--- config.mk ---
export PLATFORM = sky130hd
export DESIGN_NAME = avg_pix_filter_flat
export DESIGN_NICKNAME = d
export VERILOG_FILES = /design/src/rtl/avg_pix_filter_if.sv /design/src/rtl/avg_pix_filter.sv /design/src/flat_wrapper.sv
export SDC_FILE = /design/constraint.sdc
export NUM_CORES = 1
export LEC_CHECK = 0
export ABC_CLOCK_PERIOD_IN_PS = 900
export BUFFER_PORTS_ARGS = -buffer_cell sky130_fd_sc_hd__buf_2
export CAP_MARGIN = 10
export CORE_ASPECT_RATIO = 2
export CORE_UTILIZATION = 50
export CTS_CLUSTER_SIZE = 16
export DETAILED_ROUTE_END_ITERATION = 10
export MAX_ROUTING_LAYER = met4
export PLACE_DENSITY = 0.82
export SLEW_MARGIN = 10
export SYNTH_ARGS = -nofsm -noshare
export SYNTH_HDL_FRONTEND = slang
export SYNTH_SLANG_ARGS = --single-unit
--- constraint.sdc ---
create_clock -name clk -period 0.9 [get_ports clk]
set_input_delay 0.135 -clock clk [delete_from_list [all_inputs] [get_ports clk]]
set_output_delay 0.135 -clock clk [all_outputs]
set_load 0.005 [all_outputs]
--- src/rtl/avg_pix_filter_if.sv ---
// -----------------------------------------------------------------------------
// avg_pix_filter_if
//   Sample/result bundle for the 3x3 neighbourhood combiner.
//
//   master : the pixel source. It drives in_valid, the neighbours a..h and the
//            centre pixel orig, and it receives new_color/out_valid.
//   slave  : the filter. It receives the sample and drives the registered
//            result.
//
//   Parameter DATA_W : pixel width in bits for every pixel field.
// -----------------------------------------------------------------------------
interface avg_pix_filter_if #(
   parameter int DATA_W = 8
);
   logic              in_valid;
   logic [DATA_W-1:0] a;
   logic [DATA_W-1:0] b;
   logic [DATA_W-1:0] c;
   logic [DATA_W-1:0] d;
   logic [DATA_W-1:0] e;
   logic [DATA_W-1:0] f;
   logic [DATA_W-1:0] g;
   logic [DATA_W-1:0] h;
   logic [DATA_W-1:0] orig;
   logic [DATA_W-1:0] new_color;
   logic              out_valid;

   modport master (
      output in_valid, a, b, c, d, e, f, g, h, orig,
      input  new_color, out_valid
   );

   modport slave (
      input  in_valid, a, b, c, d, e, f, g, h, orig,
      output new_color, out_valid
   );
endinterface

--- src/rtl/avg_pix_filter.sv ---
// -----------------------------------------------------------------------------
// avg_pix_filter
//   Registered 3x3 neighbourhood pixel combiner. Sums the centre pixel and its
//   eight neighbours, divides by 2^SHIFT (plain right shift, truncating) and
//   registers the result with one cycle of latency, one sample per cycle.
//
//   Ports:
//     clk    : rising-edge clock
//     rst_n  : asynchronous active-low reset (clears new_color and out_valid)
//     bus    : avg_pix_filter_if.slave
//                in_valid, a..h, orig -> sample in
//                new_color, out_valid -> registered result out
//
//   Parameters:
//     DATA_W : pixel width (must match the interface instance)
//     SHIFT  : right shift applied to the nine-value sum
//
//   Build option:
//     AVG_PIX_SAT_EN defined   -> results above 2^DATA_W-1 clamp to the maximum
//     AVG_PIX_SAT_EN undefined -> the low DATA_W bits are kept (wrap)
// -----------------------------------------------------------------------------
module avg_pix_filter #(
   parameter int DATA_W = 8,
   parameter int SHIFT  = 2
) (
   input  logic               clk,
   input  logic               rst_n,
   avg_pix_filter_if.slave    bus
);
   // Four extra bits hold nine DATA_W-bit values without overflow.
   localparam int SUM_W = DATA_W + 4;

   logic [SUM_W-1:0]  sum;
   logic [SUM_W-1:0]  shifted;
   logic [DATA_W-1:0] result;

   always_comb begin
      sum = SUM_W'(bus.a) + SUM_W'(bus.b) + SUM_W'(bus.c)
          + SUM_W'(bus.d) + SUM_W'(bus.e) + SUM_W'(bus.f)
          + SUM_W'(bus.g) + SUM_W'(bus.h) + SUM_W'(bus.orig);
      shifted = sum >> SHIFT;
   end

`ifdef AVG_PIX_SAT_EN
   // Any set bit above the pixel width means the value is out of range.
   always_comb begin
      result = DATA_W'(shifted);
      if ((shifted >> DATA_W) != '0)
         result = '1;
   end
`else
   always_comb begin
      result = DATA_W'(shifted);
   end
`endif

   // new_color only loads on accepted samples, so it holds its value through
   // idle cycles; out_valid follows in_valid one cycle later.
   always_ff @(posedge clk or negedge rst_n) begin
      if (!rst_n) begin
         bus.new_color <= '0;
         bus.out_valid <= 1'b0;
      end else begin
         bus.out_valid <= bus.in_valid;
         if (bus.in_valid)
            bus.new_color <= result;
      end
   end
endmodule

--- src/flat_wrapper.sv ---
// flat-port wrapper written by rule: the top's interface ports become plain ports
module avg_pix_filter_flat 
#(
   parameter int DATA_W = 8,
   parameter int SHIFT  = 2
)
  (clk, rst_n, bus_in_valid, bus_a, bus_b, bus_c, bus_d, bus_e, bus_f, bus_g, bus_h, bus_orig, bus_new_color, bus_out_valid);
  avg_pix_filter_if #(.DATA_W(DATA_W)) bus_i ();
  input  logic clk;
  input  logic rst_n;
  input wire logic [$bits(bus_i.in_valid)-1:0] bus_in_valid;
  input wire logic [$bits(bus_i.a)-1:0] bus_a;
  input wire logic [$bits(bus_i.b)-1:0] bus_b;
  input wire logic [$bits(bus_i.c)-1:0] bus_c;
  input wire logic [$bits(bus_i.d)-1:0] bus_d;
  input wire logic [$bits(bus_i.e)-1:0] bus_e;
  input wire logic [$bits(bus_i.f)-1:0] bus_f;
  input wire logic [$bits(bus_i.g)-1:0] bus_g;
  input wire logic [$bits(bus_i.h)-1:0] bus_h;
  input wire logic [$bits(bus_i.orig)-1:0] bus_orig;
  output wire logic [$bits(bus_i.new_color)-1:0] bus_new_color;
  output wire logic [$bits(bus_i.out_valid)-1:0] bus_out_valid;
  assign bus_i.in_valid = bus_in_valid;
  assign bus_i.a = bus_a;
  assign bus_i.b = bus_b;
  assign bus_i.c = bus_c;
  assign bus_i.d = bus_d;
  assign bus_i.e = bus_e;
  assign bus_i.f = bus_f;
  assign bus_i.g = bus_g;
  assign bus_i.h = bus_h;
  assign bus_i.orig = bus_orig;
  assign bus_new_color = bus_i.new_color;
  assign bus_out_valid = bus_i.out_valid;
  avg_pix_filter #(.DATA_W(DATA_W), .SHIFT(SHIFT)) u_core (.clk(clk), .rst_n(rst_n), .bus(bus_i));
endmodule
=== After elaboration in Yosys (flattened, before gate mapping) ===
Cells that the tools add are included.

* Flip-flop bits (word level): 9
* Input port bits: 75
* Output and inout port bits: 9
* Word-level logic and storage cells: 10

* Add/subtract/negate cells: 8

{| class="wikitable"
|+ Operators by type and width
! cell !! count
|-
| 10-bit by 8-bit adder with 10-bit output || 7
|-
| 8-bit by 8-bit adder with 9-bit output || 1
|}

=== Logic depth before layout (Yosys ltp) ===
* Word-level depth: 8
* Mapped depth: 20
* Mapped depth without buffers: 20

=== Least setup slack after synthesis ===
No wires, ideal clock.

* Path type: input to register
* Start point: input port bus_b[0]
* End point: register u_core.bus.new_color[7]
* Setup time: 0.125 ns
* Arrival time: 4.454 ns
* Data required time: 0.775 ns
* Path slack: -3.679 ns
* Cell stages on the path: 20
* Buffers on the path: 0
* Cells stage by stage: ha_1 inv_1 fa_1 nor2b_1 o21ai_1 a21oi_1 a211oi_1 xnor2_1 fa_1 inv_1 fa_1 fa_1 fa_1 inv_1 ha_1 nor3_1 nor2_1 a31oi_1 xnor2_1 mux2_4

* Word-level cells in the longest chain between the ends: 8

{| class="wikitable"
|+ RTL lines
! what !! RTL line !! text
|-
| start: declaration || flat_wrapper.sv:13 || <nowiki>input wire logic [$bits(bus_i.b)-1:0] bus_b;</nowiki>
|-
| 8-bit by 8-bit adder with 9-bit output || avg_pix_filter.sv:38 || <nowiki>sum = SUM_W'(bus.a) + SUM_W'(bus.b) + SUM_W'(bus.c)</nowiki>
|-
| 10-bit by 8-bit adder with 10-bit output || avg_pix_filter.sv:38 ||
|-
| 10-bit by 8-bit adder with 10-bit output (3 in a row) || avg_pix_filter.sv:39 || <nowiki>+ SUM_W'(bus.d) + SUM_W'(bus.e) + SUM_W'(bus.f)</nowiki>
|-
| 10-bit by 8-bit adder with 10-bit output (3 in a row) || avg_pix_filter.sv:40 || <nowiki>+ SUM_W'(bus.g) + SUM_W'(bus.h) + SUM_W'(bus.orig);</nowiki>
|-
| end signal: assignment || avg_pix_filter.sv:66 || <nowiki>bus.new_color <= result;</nowiki>
|-
| end: declaration || avg_pix_filter_if.sv:35 || <nowiki>output new_color, out_valid</nowiki>
|}

No other way between the ends.
A chain may end at the register's enable or synchronous reset.

=== Worst setup path after layout ===
* Start point: input port bus_b[1]
* End point: register u_core.bus.new_color[7]

Same word-level chain as after synthesis.

==> impl_metrics.toml <==
[worst_setup_path]
reg2reg_depth = 2
crit_family = "adder cells"
timing.rr.start = "u_core.bus.new_color[6]"
path_max_fanout = 3
cp-start-kind = "input port"
criticalPathCategory = "input port to flip-flop"
cp_slowest_cell = "fa_1"
cp_common_cell = "fa_1"
worstSetupStartpoint = "bus_b[1]"
crit_buf_inv = 4
cp.arrival_ns = 4.34
crit_cells = 20
cp-end-kind = "flip-flop"
worstPathCellList = "buf_6, ha_4, a21o_1, nand4_1, nand3_2, o41ai_2, xnor2_1, fa_1, inv_1, fa_1, fa_1, fa_1, inv_2, ha_4, buf_4, nor2_1, nor2_1, a31oi_1, xnor2_1, mux2_4"
cp.required_ns = 1.01
max_stage_delay_ns = 0.53

[route]
drtIter0Drc = 18
routedWlPerCell_um = 13.56
ant_nets = 0
wl_mm = 5.195
vias_per_cell = 4.856
drc = 0
dr_total_vias = 1860
firstDrtPassIters = 4

[synthesis]
yosysUniqueCellTypes = 32
synth_top_area_cell = "fa_1"
syn_area_mm2 = 0.002121
netlist_instances = 212
syn_nets = 353
synthTopCellsByArea = "fa_1 44%, inv_1 12%, ha_1 11%, dfrtp_1 11%, xnor2_1 3.7%"
synth_warnings = 0
ys_seq_area_frac = 0.1062
yosys.area.top_type_share = 0.4437
syn_avg_cell_area_um2 = 10.00
ys_ff_latch = 9

[floorplanning]
rows = 33
die_w_um = 48.05
die_y_um = 94.10
io_pins = 84
initial_core_util = 0.5188
core_area_mm2 = 0.004088
die_area_mm2 = 0.004522

[finish]
num-fill-cells = 285
layoutNonFillerInstCount = 383
nets = 473
area_growth_syn_to_layout_pct = 50.50
final_layout_size_suffix_gt1_frac = 0.5015
antenna_cells = 0
utilization = 0.7808

[hold_path]
hp-start = "bus_in_valid"
whs_path_depth = 1
min_path_type = "input port to flip-flop"

[place]
hpwl_mm = 4.169
dp_slack_ns = -3.666
gp_congestion = 0.8138
portBuffers = 83
dp_cells = 370

[cts]
numCtsBuffers = 3
cts_max_path_buffers = 2
cts_root_buf = "clkbuf_8"
cts_tree = "done"
cts-htree-levels = 1
cts_sinks = 9
clkTransAtPathRegs_ns = 0.05
clk_latency_ns = 0.23

[sta]
finalHoldViolations = 0
final.min_clock_period_ns = 4.228
relSlewSlack = 0.8102
tightest_slew_ns = 0.2816
fmax_mhz = 236.5
rsz0062_at_grt = "yes"
maxSlewViolCount = 0
fin_ws_ns = -3.328
fin_crit_sh = 4.698
finalClockSkew_ns = 0
setup_violations = 8

[global_routing]
grt_usage = 0.2636
grt_pass1_vias = 2115
grt_first_pass_wirelength_mm = 8.328
antenna_found_initial = 0
overflow = 0
grt_max_degree = 10

[outcome]
violations = "setup timing"
outcome = "finished, violations left"

[power_and_ir_drop]
ir_drop_mv = 4.112
p_per_area_mw_per_mm2 = 4777
power.leakage_nw = 1.684

[run]
maxCapViolCount = 0
-- flip-flops by register name, summed over array words and instances (netlist names) --
signal / count
u_core.bus.new_color: 8
u_core.bus.out_valid: 1
-- repair_timing --
action                                  4_1_cts  5_1_grt
setup buffers                                 8        1
hold buffers                                  1        0
resized for setup                            26       11
endpoints found under the setup margin        8       10
hold endpoints to repair                      9        0
pin swaps                                    38       13
-- layout by cell type (no fill, tap or decap), types with 2 or more instances in the layout --
cell and count:
a211oi_2 3, a21o_1 4, a21oi_2 3, buf_2 79, buf_4 29, buf_6 6, clkbuf_8 3, dfrtp_1 9
fa_1 42, fa_2 5, ha_1 10, ha_4 9, inv_1 61, inv_2 8, mux2_4 4, nand2_1 4
nor2_1 7, nor3_1 3, nor3_2 2, o21ai_2 4, xnor2_1 8
-- final timing paths --
path	end	slack, ns
max in group asynchronous	u_core.bus.new_color[3]	0.42
hold / removal	u_core.bus.out_valid	0.13
setup reg to reg	u_core.bus.new_color[6]	0.12
min in group asynchronous	u_core.bus.new_color[0]	0.30
setup / recovery	u_core.bus.new_color[7]	-3.33
hold reg to reg	u_core.bus.new_color[4]	0.49
-- cells by family (layout without fill, tap and decap cells) --
family,Yosys count,in the layout,synth area share
xor gates and xnor gates,11,11,0.04543
and+or+nand+nor,25,25,0.05841
buffers and inverters,70,189,0.1239
AOI/OAI and AO/OA,27,27,0.08732
DFF,9,9,0.1062
adders and majority gates,66,66,0.5558
muxes,4,4,0.02301
-- synth_stat cells, drive strengths merged --
cell type and count:
nor2b 2, fa 47, a21o 4, inv 69, nand3 2, nand4 1, a31oi 1, nor3 5
nand2 4, o2bb2ai 1, o311ai 1, o21a 1, mux2 4, or3 1, o31a 1, clkbuf 1
xor2 2, a21oi 4, o21ai 7, ha 19, o21bai 1, xnor2 9, dfrtp 9, o41ai 1
nor3b 1, nor2 7, a211oi 5, and2 1, nand4b 1
-- final cells by class --
cell class | count | area, um^2 | share of cell area
Clock buffer | 4 | 45.04 | 0.01411
Sequential cell | 9 | 225.2 | 0.07056
Tap cell | 52 | 65.06 | 0.02038
Inverter | 69 | 259.0 | 0.08114
Timing Repair Buffer | 116 | 705.7 | 0.2211
Multi-Input combinational cell | 133 | 1892 | 0.5927
-- metal layers --
metal  global-route usage  part of all wire  vias to the layer above
li1                     -                 -                      883
met1               0.2369              0.32                      907
met2               0.5428              0.64                       66
met3              0.01731             0.033                        4
met4              0.03472            0.0077                        0
met5                    -                 0                        -
-- power by group --
part / internal [W] / total (W) / switching (W)
Sequential: 0.000656 / 0.000763 / 0.000107
Clock: 0.000309 / 0.000469 / 0.000160
Combinational: 0.00770 / 0.0140 / 0.00631
-- per-stage QoR --
stage	cell area (um^2)	hold slack (ns)	total power, W	setup TNS [ns]
after global placement	2919	-0.01176	0.01148	-26.59
final	3192	0.1314	0.01525	-24.43
after global routing	3192	0.1283	0.01669	-25.48
after floorplan	2262	-0.1606	0.008381	-24.06
after CTS	3142	0.1158	0.01416	-24.25
after detailed placement	2919	-0.002880	0.01182	-26.87
Note: power is estimated with default switching activity, not from simulation.
